===== src/rtl/glitch_sweep_pkg.sv =====
// Shared types and constants for the glitch parameter sweeper.
// GLITCH_SWEEP_REPEAT_EN (optional) enables per-point repeat attempts.
package glitch_sweep_pkg;

  localparam int SWEEP_W = 32;

  typedef enum logic [2:0] {
    ST_IDLE        = 3'd0,
    ST_RESET       = 3'd1,
    ST_ARM         = 3'd2,
    ST_WAIT_GLITCH = 3'd3,
    ST_SETTLE      = 3'd4,
    ST_ADVANCE     = 3'd5
  } sweep_state_t;

endpackage


===== src/rtl/sweep_stepper.sv =====
// Combinational grid-axis stepper: next value and end-of-range detection.
// A zero step is promoted to 1; the sum is one bit wider so it can never wrap.
module sweep_stepper
  import glitch_sweep_pkg::*;
#(
  parameter int W = SWEEP_W
) (
  input  logic [W-1:0] cur,
  input  logic [W-1:0] last,
  input  logic [W-1:0] step,
  output logic [W-1:0] next,
  output logic         is_last
);

  logic [W-1:0] step_fix;
  logic [W:0]   sum;

  always_comb begin
    step_fix = step;
    if (step == '0) step_fix = {{(W-1){1'b0}}, 1'b1};
    sum     = {1'b0, cur} + {1'b0, step_fix};
    next    = sum[W-1:0];
    is_last = (cur >= last) || (sum > {1'b0, last}) || sum[W];
  end

endmodule


===== src/rtl/glitch_sweeper.sv =====
// Voltage-glitch (offset, duration) grid sweeper; duration is the inner loop.
// GLITCH_SWEEP_REPEAT_EN adds repeat_count: each point is attempted N times.
//
// state       | meaning
// IDLE        | waiting for start, drive outputs low
// RESET       | target_reset held for RESET_CYCLES
// ARM         | offset counter enabled, first cycle
// WAIT_GLITCH | offset counter enabled until glitch_done
// SETTLE      | quiet for SETTLE_CYCLES
// ADVANCE     | step the grid (or repeat / finish)
module glitch_sweeper
  import glitch_sweep_pkg::*;
#(
  parameter int W             = SWEEP_W,
  parameter int RESET_CYCLES  = 1000,
  parameter int SETTLE_CYCLES = 100000
) (
  input  logic         clk,
  input  logic         rst,
  input  logic         start,
  input  logic         abort,
  input  logic [W-1:0] offset_first,
  input  logic [W-1:0] offset_last,
  input  logic [W-1:0] offset_step,
  input  logic [W-1:0] duration_first,
  input  logic [W-1:0] duration_last,
  input  logic [W-1:0] duration_step,
`ifdef GLITCH_SWEEP_REPEAT_EN
  input  logic [15:0]  repeat_count,
`endif
  input  logic         glitch_done,
  output logic         target_reset,
  output logic         start_offset_counter,
  output logic [W-1:0] offset,
  output logic [W-1:0] duration,
  output logic         busy,
  output logic         attempt,
  output logic         sweep_done
);

  localparam logic [31:0] RESET_LOAD  = 32'(RESET_CYCLES - 1);
  localparam logic [31:0] SETTLE_LOAD = 32'(SETTLE_CYCLES - 1);

  sweep_state_t state, next_state;
  logic [31:0]  cnt;

  logic [W-1:0] lat_off_last, lat_off_step;
  logic [W-1:0] lat_dur_first, lat_dur_last, lat_dur_step;

  logic [W-1:0] off_next, dur_next;
  logic         off_is_last, dur_is_last;
  logic         repeat_more;
  logic         grid_end;
  logic         aborting;

  sweep_stepper #(.W(W)) u_off_step (
    .cur     (offset),
    .last    (lat_off_last),
    .step    (lat_off_step),
    .next    (off_next),
    .is_last (off_is_last)
  );

  sweep_stepper #(.W(W)) u_dur_step (
    .cur     (duration),
    .last    (lat_dur_last),
    .step    (lat_dur_step),
    .next    (dur_next),
    .is_last (dur_is_last)
  );

`ifdef GLITCH_SWEEP_REPEAT_EN
  logic [15:0] lat_rep_total;
  logic [15:0] rep_cnt;

  assign repeat_more = ({1'b0, rep_cnt} + 17'd1) < {1'b0, lat_rep_total};

  always_ff @(posedge clk) begin
    if (rst) begin
      lat_rep_total <= '0;
      rep_cnt       <= '0;
    end else if (state == ST_IDLE && start) begin
      lat_rep_total <= (repeat_count == 16'd0) ? 16'd1 : repeat_count;
      rep_cnt       <= '0;
    end else if (state == ST_ADVANCE && !abort) begin
      rep_cnt <= repeat_more ? rep_cnt + 16'd1 : 16'd0;
    end else if (aborting) begin
      rep_cnt <= '0;
    end
  end
`else
  assign repeat_more = 1'b0;
`endif

  assign grid_end = !repeat_more && dur_is_last && off_is_last;
  assign aborting = abort && (state != ST_IDLE);

  always_comb begin
    next_state = state;
    case (state)
      ST_IDLE:        if (start) next_state = ST_RESET;
      ST_RESET:       if (cnt == '0) next_state = ST_ARM;
      ST_ARM:         next_state = ST_WAIT_GLITCH;
      ST_WAIT_GLITCH: if (glitch_done) next_state = ST_SETTLE;
      ST_SETTLE:      if (cnt == '0) next_state = ST_ADVANCE;
      ST_ADVANCE:     next_state = grid_end ? ST_IDLE : ST_RESET;
      default:        next_state = ST_IDLE;
    endcase
    // abort outranks glitch_done and interval expiry
    if (aborting) next_state = ST_IDLE;
  end

  always_ff @(posedge clk) begin
    if (rst) begin
      state                <= ST_IDLE;
      cnt                  <= '0;
      target_reset         <= 1'b0;
      start_offset_counter <= 1'b0;
      busy                 <= 1'b0;
      attempt              <= 1'b0;
      sweep_done           <= 1'b0;
    end else begin
      state                <= next_state;
      target_reset         <= (next_state == ST_RESET);
      start_offset_counter <= (next_state == ST_ARM) || (next_state == ST_WAIT_GLITCH);
      busy                 <= (next_state != ST_IDLE);
      attempt              <= (next_state == ST_RESET) && (state != ST_RESET);
      sweep_done           <= (state == ST_ADVANCE) && !abort && grid_end;

      // one down-counter serves both the RESET and SETTLE intervals
      if (next_state == ST_RESET && state != ST_RESET)
        cnt <= RESET_LOAD;
      else if (next_state == ST_SETTLE && state != ST_SETTLE)
        cnt <= SETTLE_LOAD;
      else if (next_state == ST_IDLE)
        cnt <= '0;
      else if (cnt != '0)
        cnt <= cnt - 32'd1;
    end
  end

  always_ff @(posedge clk) begin
    if (rst) begin
      lat_off_last  <= '0;
      lat_off_step  <= '0;
      lat_dur_first <= '0;
      lat_dur_last  <= '0;
      lat_dur_step  <= '0;
      offset        <= '0;
      duration      <= '0;
    end else if (state == ST_IDLE && start) begin
      lat_off_last  <= offset_last;
      lat_off_step  <= offset_step;
      lat_dur_first <= duration_first;
      lat_dur_last  <= duration_last;
      lat_dur_step  <= duration_step;
      offset        <= offset_first;
      duration      <= duration_first;
    end else if (aborting) begin
      offset   <= '0;
      duration <= '0;
    end else if (state == ST_ADVANCE && !repeat_more) begin
      if (!dur_is_last) begin
        duration <= dur_next;
      end else if (!off_is_last) begin
        duration <= lat_dur_first;
        offset   <= off_next;
      end
    end
  end

endmodule


===== config.mk =====
export PLATFORM = sky130hd
export DESIGN_NAME = glitch_sweeper
export DESIGN_NICKNAME = d
export VERILOG_FILES = /design/src/rtl/glitch_sweep_pkg.sv /design/src/rtl/sweep_stepper.sv /design/src/rtl/glitch_sweeper.sv
export SDC_FILE = /design/constraint.sdc
export NUM_CORES = 1
export LEC_CHECK = 0
export BUFFER_PORTS_ARGS = -buffer_cell sky130_fd_sc_hd__buf_2
export CORE_AREA = 2 2 228 208
export CTS_BUF_LIST = sky130_fd_sc_hd__clkbuf_8
export CTS_CLUSTER_DIAMETER = 200
export DETAILED_ROUTE_END_ITERATION = 10
export DIE_AREA = 0 0 230 210
export MAX_ROUTING_LAYER = met4
export PLACE_DENSITY = 0.55
export SYNTH_ARGS = -nofsm -noshare
export SYNTH_HDL_FRONTEND = slang
export SYNTH_HIERARCHICAL = 1
export SYNTH_SLANG_ARGS = --single-unit

===== constraint.sdc =====
create_clock -name clk -period 6.2 [get_ports clk]
set_input_delay 0 -clock clk [delete_from_list [all_inputs] [get_ports clk]]
set_output_delay 0 -clock clk [all_outputs]
set_load 0.01 [all_outputs]

==> flow_metrics.tcl <==
set metrics [dict create \
    area_growth_pct 32.0 \
    r2r-start "lat_dur_step[22]$_SDFFE_PP0P_" \
    period_minus_slack_ns 6.12 \
    place_ws_ns -0.204 \
    place_inst 2998 \
    fp.coreArea_mm2 0.0460 \
    initial_core_util 0.376 \
    io_buffers 265 \
    grt_usage 0.244 \
    crit_fanout 4 \
    ys_types 84 \
    final-instance-count-excl-fill 3313 \
    cts.clk_slew.worst_paths_ns 0.06 \
    crit_arrival_ns 6.63 \
    clkPwrFrac 0.180 \
    synth.cell_area_mm2 0.0173 \
    synth_seq_area_share 0.305 \
    num_vias 17800 \
    worst_ir_drop_vdd_mv 0.195 \
    rsz0062_at_grt "yes" \
    via_per_inst 5.37 \
    clock_sinks 264 \
    n_fill_cell 4494 \
    finalCritPeriodShare 0.988 \
    syn_nets 2643 \
    swShare 0.448 \
    pwr-share-comb 0.559 \
    yosysWarnings 6 \
    die_x_um 230 \
    seq_power_share 0.261 \
    hold_start "offset_last[23]" \
    synthFlopType "dfxtp_1" \
    ys_ff_latch 264 \
    dpl_cell_area_mm2 0.0192 \
    wl_per_cell_um 18.5 \
    drt_iter0_drc 1294 \
    intPower_mw 5.09 \
    status "complete, no violations" \
    cts-root-buf "clkbuf_8" \
    drive_above_1_share 0.192 \
    drt_wl_total_um 61400 \
    ios 266 \
    p_total_mw 9.23 \
    required_ns 6.70 \
    antenna_found_initial 9 \
    place.detailed.hpwl_um 42200 \
    crit_path_max_incr_delay_ns 0.43 \
    cts_buffers 49 \
    p_sw_mw 4.14 \
    crit_path_start_kind "flip-flop" \
    crit_top_cell "nand4_1" \
    p_per_area_mw_per_mm2 404 \
    path_class "flip-flop to flip-flop" \
    htreeDepth 2 \
    drv_cap 0 \
    regToRegSetupSlack_ns 0.08 \
    clkLatencyLatePin_ns 0.65 \
    first_global_vias 16900 \
    hold_violations 0 \
    route.detailed.drc 0 \
    critPathSlowestCell "a311oi_2" \
    grt_pass1_wl_um 91600 \
    nNetsFinal 3047 \
    synth_edf_count 0 \
    rows 75 \
    gp_congestion 0.910 \
    drv_slew 0 \
    dieArea_mm2 0.0483 \
    setup_viol 0 \
    fin_hold_ws_ns 0.136 \
    rr_endpoint "cnt[5]$_SDFFE_PP0P_" \
    yosysTopAreaCellShare 0.305 \
    syn_inst 2250 \
    r2r_cells 29 \
    synthTopCellsByArea "dfxtp_1 31%, ha_1 14%, a21oi_1 9.5%" \
    worstMarginPinSlew_ns 1.22 \
    cts_buffer_depth 3 \
    worstSetupEndpointType "flip-flop" \
    cp-startpoint "lat_dur_step[22]$_SDFFE_PP0P_" \
    ant_nets 0 \
    crit_path_end "cnt[5]$_SDFFE_PP0P_" \
    setup_ws_ns 0.0774 \
    die_y_um 210 \
    ys_async_sr_fraction 0 \
    ff_latch_area_mm2 0.00529 \
    synth_top_area_cell "dfxtp_1" \
    clock_skew_ns 0.0401 \
    grt_overflow_total 0 \
    multi_input_area_mm2 0.0115 \
    grt_max_degree 226 \
    maxSlewHeadroom 0.185 \
    power_leakage_nw 10.1 \
    cts_tree "built" \
    fmax_mhz 163 \
    min_path_type "input port to flip-flop" \
    syn_avg_cell_area_um2 7.69 \
    fin_area_mm2 0.0228 \
    drtPass1Iterations 7 \
]
[critical path, delay by kind of cell (launching register included)]
family	cells	cell delay, ns
buffers and inverters	2	0.35
XOR/XNOR	1	0.12
adder cells (fa/ha/maj)	3	0.82
AND/OR/NAND/NOR	12	2.20
AO/OA/AOI/OAI	11	2.13
flip-flops	1	0.36
[final cells by class]
cell class | count | area share
Multi-Input combinational cell | 1724 | 0.503
Timing Repair Buffer | 528 | 0.176
Antenna cell | 9 | 0.000986
Clock inverter | 28 | 0.00663
Clock buffer | 57 | 0.0343
Sequential cell | 264 | 0.232
Tap cell | 616 | 0.0337
Inverter | 87 | 0.0143
[cells by family after synthesis]
family | count (synthesis) | synth area share
adder cells (fa/ha/maj) | 196 | 0.143
XOR/XNOR | 78 | 0.0395
AO/OA/AOI/OAI | 615 | 0.220
buffers and inverters | 262 | 0.0591
multiplexers | 36 | 0.0212
flip-flops | 264 | 0.305
AND/OR/NAND/NOR | 799 | 0.212
[power by group through the flow]
stage / combinational (mW) / clock [mW] / sequential (mW)
CTS: 4.74 / 1.71 / 2.40
detailed placement: 4.57 / 0 / 2.43
floorplan: 3.20 / 0 / 2.34
global placement: 4.53 / 0 / 2.43
global route: 5.65 / 1.79 / 2.45
finish: 5.16 / 1.66 / 2.41
[timing repair]
item / in CTS / in global routing
resized for setup: 10 / 82
endpoints found under the hold margin: 234 / 0
setup endpoints to repair: 66 / 81
gates cloned: 0 / 6
hold buffers: 194 / 0
setup buffers: 4 / 18
pin swaps: 3 / 44
[cells in the final DEF, fill, tap and decap left out, types with 10 or more instances in the layout]
| cell | netlist | routed |
|---|---|---|
| nor2_1 | 155 | 152 |
| a21oi_1 | 328 | 321 |
| o21a_1 | 15 | 15 |
| inv_1 | 87 | 106 |
| or3_1 | 13 | 13 |
| or2_2 | 10 | 10 |
| dlygate4sd3_1 | 0 | 194 |
| ha_1 | 194 | 192 |
| buf_4 | 5 | 52 |
| nand3_1 | 32 | 32 |
| buf_2 | 3 | 264 |
| nand2b_1 | 16 | 16 |
| a211oi_2 | 0 | 19 |
| dfxtp_1 | 264 | 262 |
| a211oi_1 | 43 | 23 |
| nor2b_1 | 19 | 19 |
| nand4_1 | 32 | 32 |
| o211ai_1 | 14 | 14 |
| clkbuf_8 | 0 | 58 |
| buf_12 | 0 | 11 |
| a21o_1 | 54 | 54 |
| a22oi_1 | 32 | 32 |
| xor2_1 | 24 | 22 |
| nor4_1 | 38 | 27 |
| nand2_1 | 370 | 367 |
| o21ai_0 | 46 | 42 |
| o21bai_1 | 11 | 11 |
| nor3_1 | 69 | 63 |
| xnor2_1 | 54 | 53 |
| mux2i_1 | 34 | 34 |
[registers in the layout (all words and copies together), names as in the netlist, 3 cells and up]
signal	cells
cnt	32
duration	32
lat_dur_first	32
lat_dur_last	32
lat_dur_step	32
lat_off_last	32
lat_off_step	32
offset	32
state	3
[routing by layer]
layer / wire [um] / track usage
met5: 0 / -
met4: 2070 / 0.101
met3: 3590 / 0.0399
met2: 27200 / 0.371
met1: 28600 / 0.322
[Yosys cell counts (all sizes together) (13+ instances only)]
library cell and instances:
nand2 371, a21oi 332, dfxtp 264, ha 194
nor2 155, clkbuf 154, inv 87, nor3 71
a21o 57, xnor2 54, o21ai 52, a211oi 43
nor4 41, mux2i 34, nand3 33, a22oi 32
nand4 32, xor2 24, buf 21, nor2b 19
nand2b 16, o211ai 16, o21a 15, or3 13
[worst min path at each step]
stage / slack, ns / cells past startpoint / end
final: 0.14 / 4 / lat_off_last[23]$_SDFFE_PP0P_
after global routing: 0.13 / 4 / lat_off_last[14]$_SDFFE_PP0P_
after CTS: 0.07 / 4 / lat_off_last[10]$_SDFFE_PP0P_
after detailed placement: 0.25 / 3 / lat_dur_last[12]$_SDFFE_PP0P_
after global placement: 0.24 / 3 / lat_dur_last[17]$_SDFFE_PP0P_
after floorplan: 0.14 / 2 / lat_dur_first[0]$_SDFFE_PP0P_
[stage by stage]
stage	TNS, ns	util
2_1_floorplan	0	-
3_3_place_gp	-5.04	0.417
3_5_place_dp	-4.82	0.417
4_1_cts	0	0.481
5_1_grt	-4.16	0.497
6_report	0	0.497
Note: power is estimated with default switching activity, not from simulation.
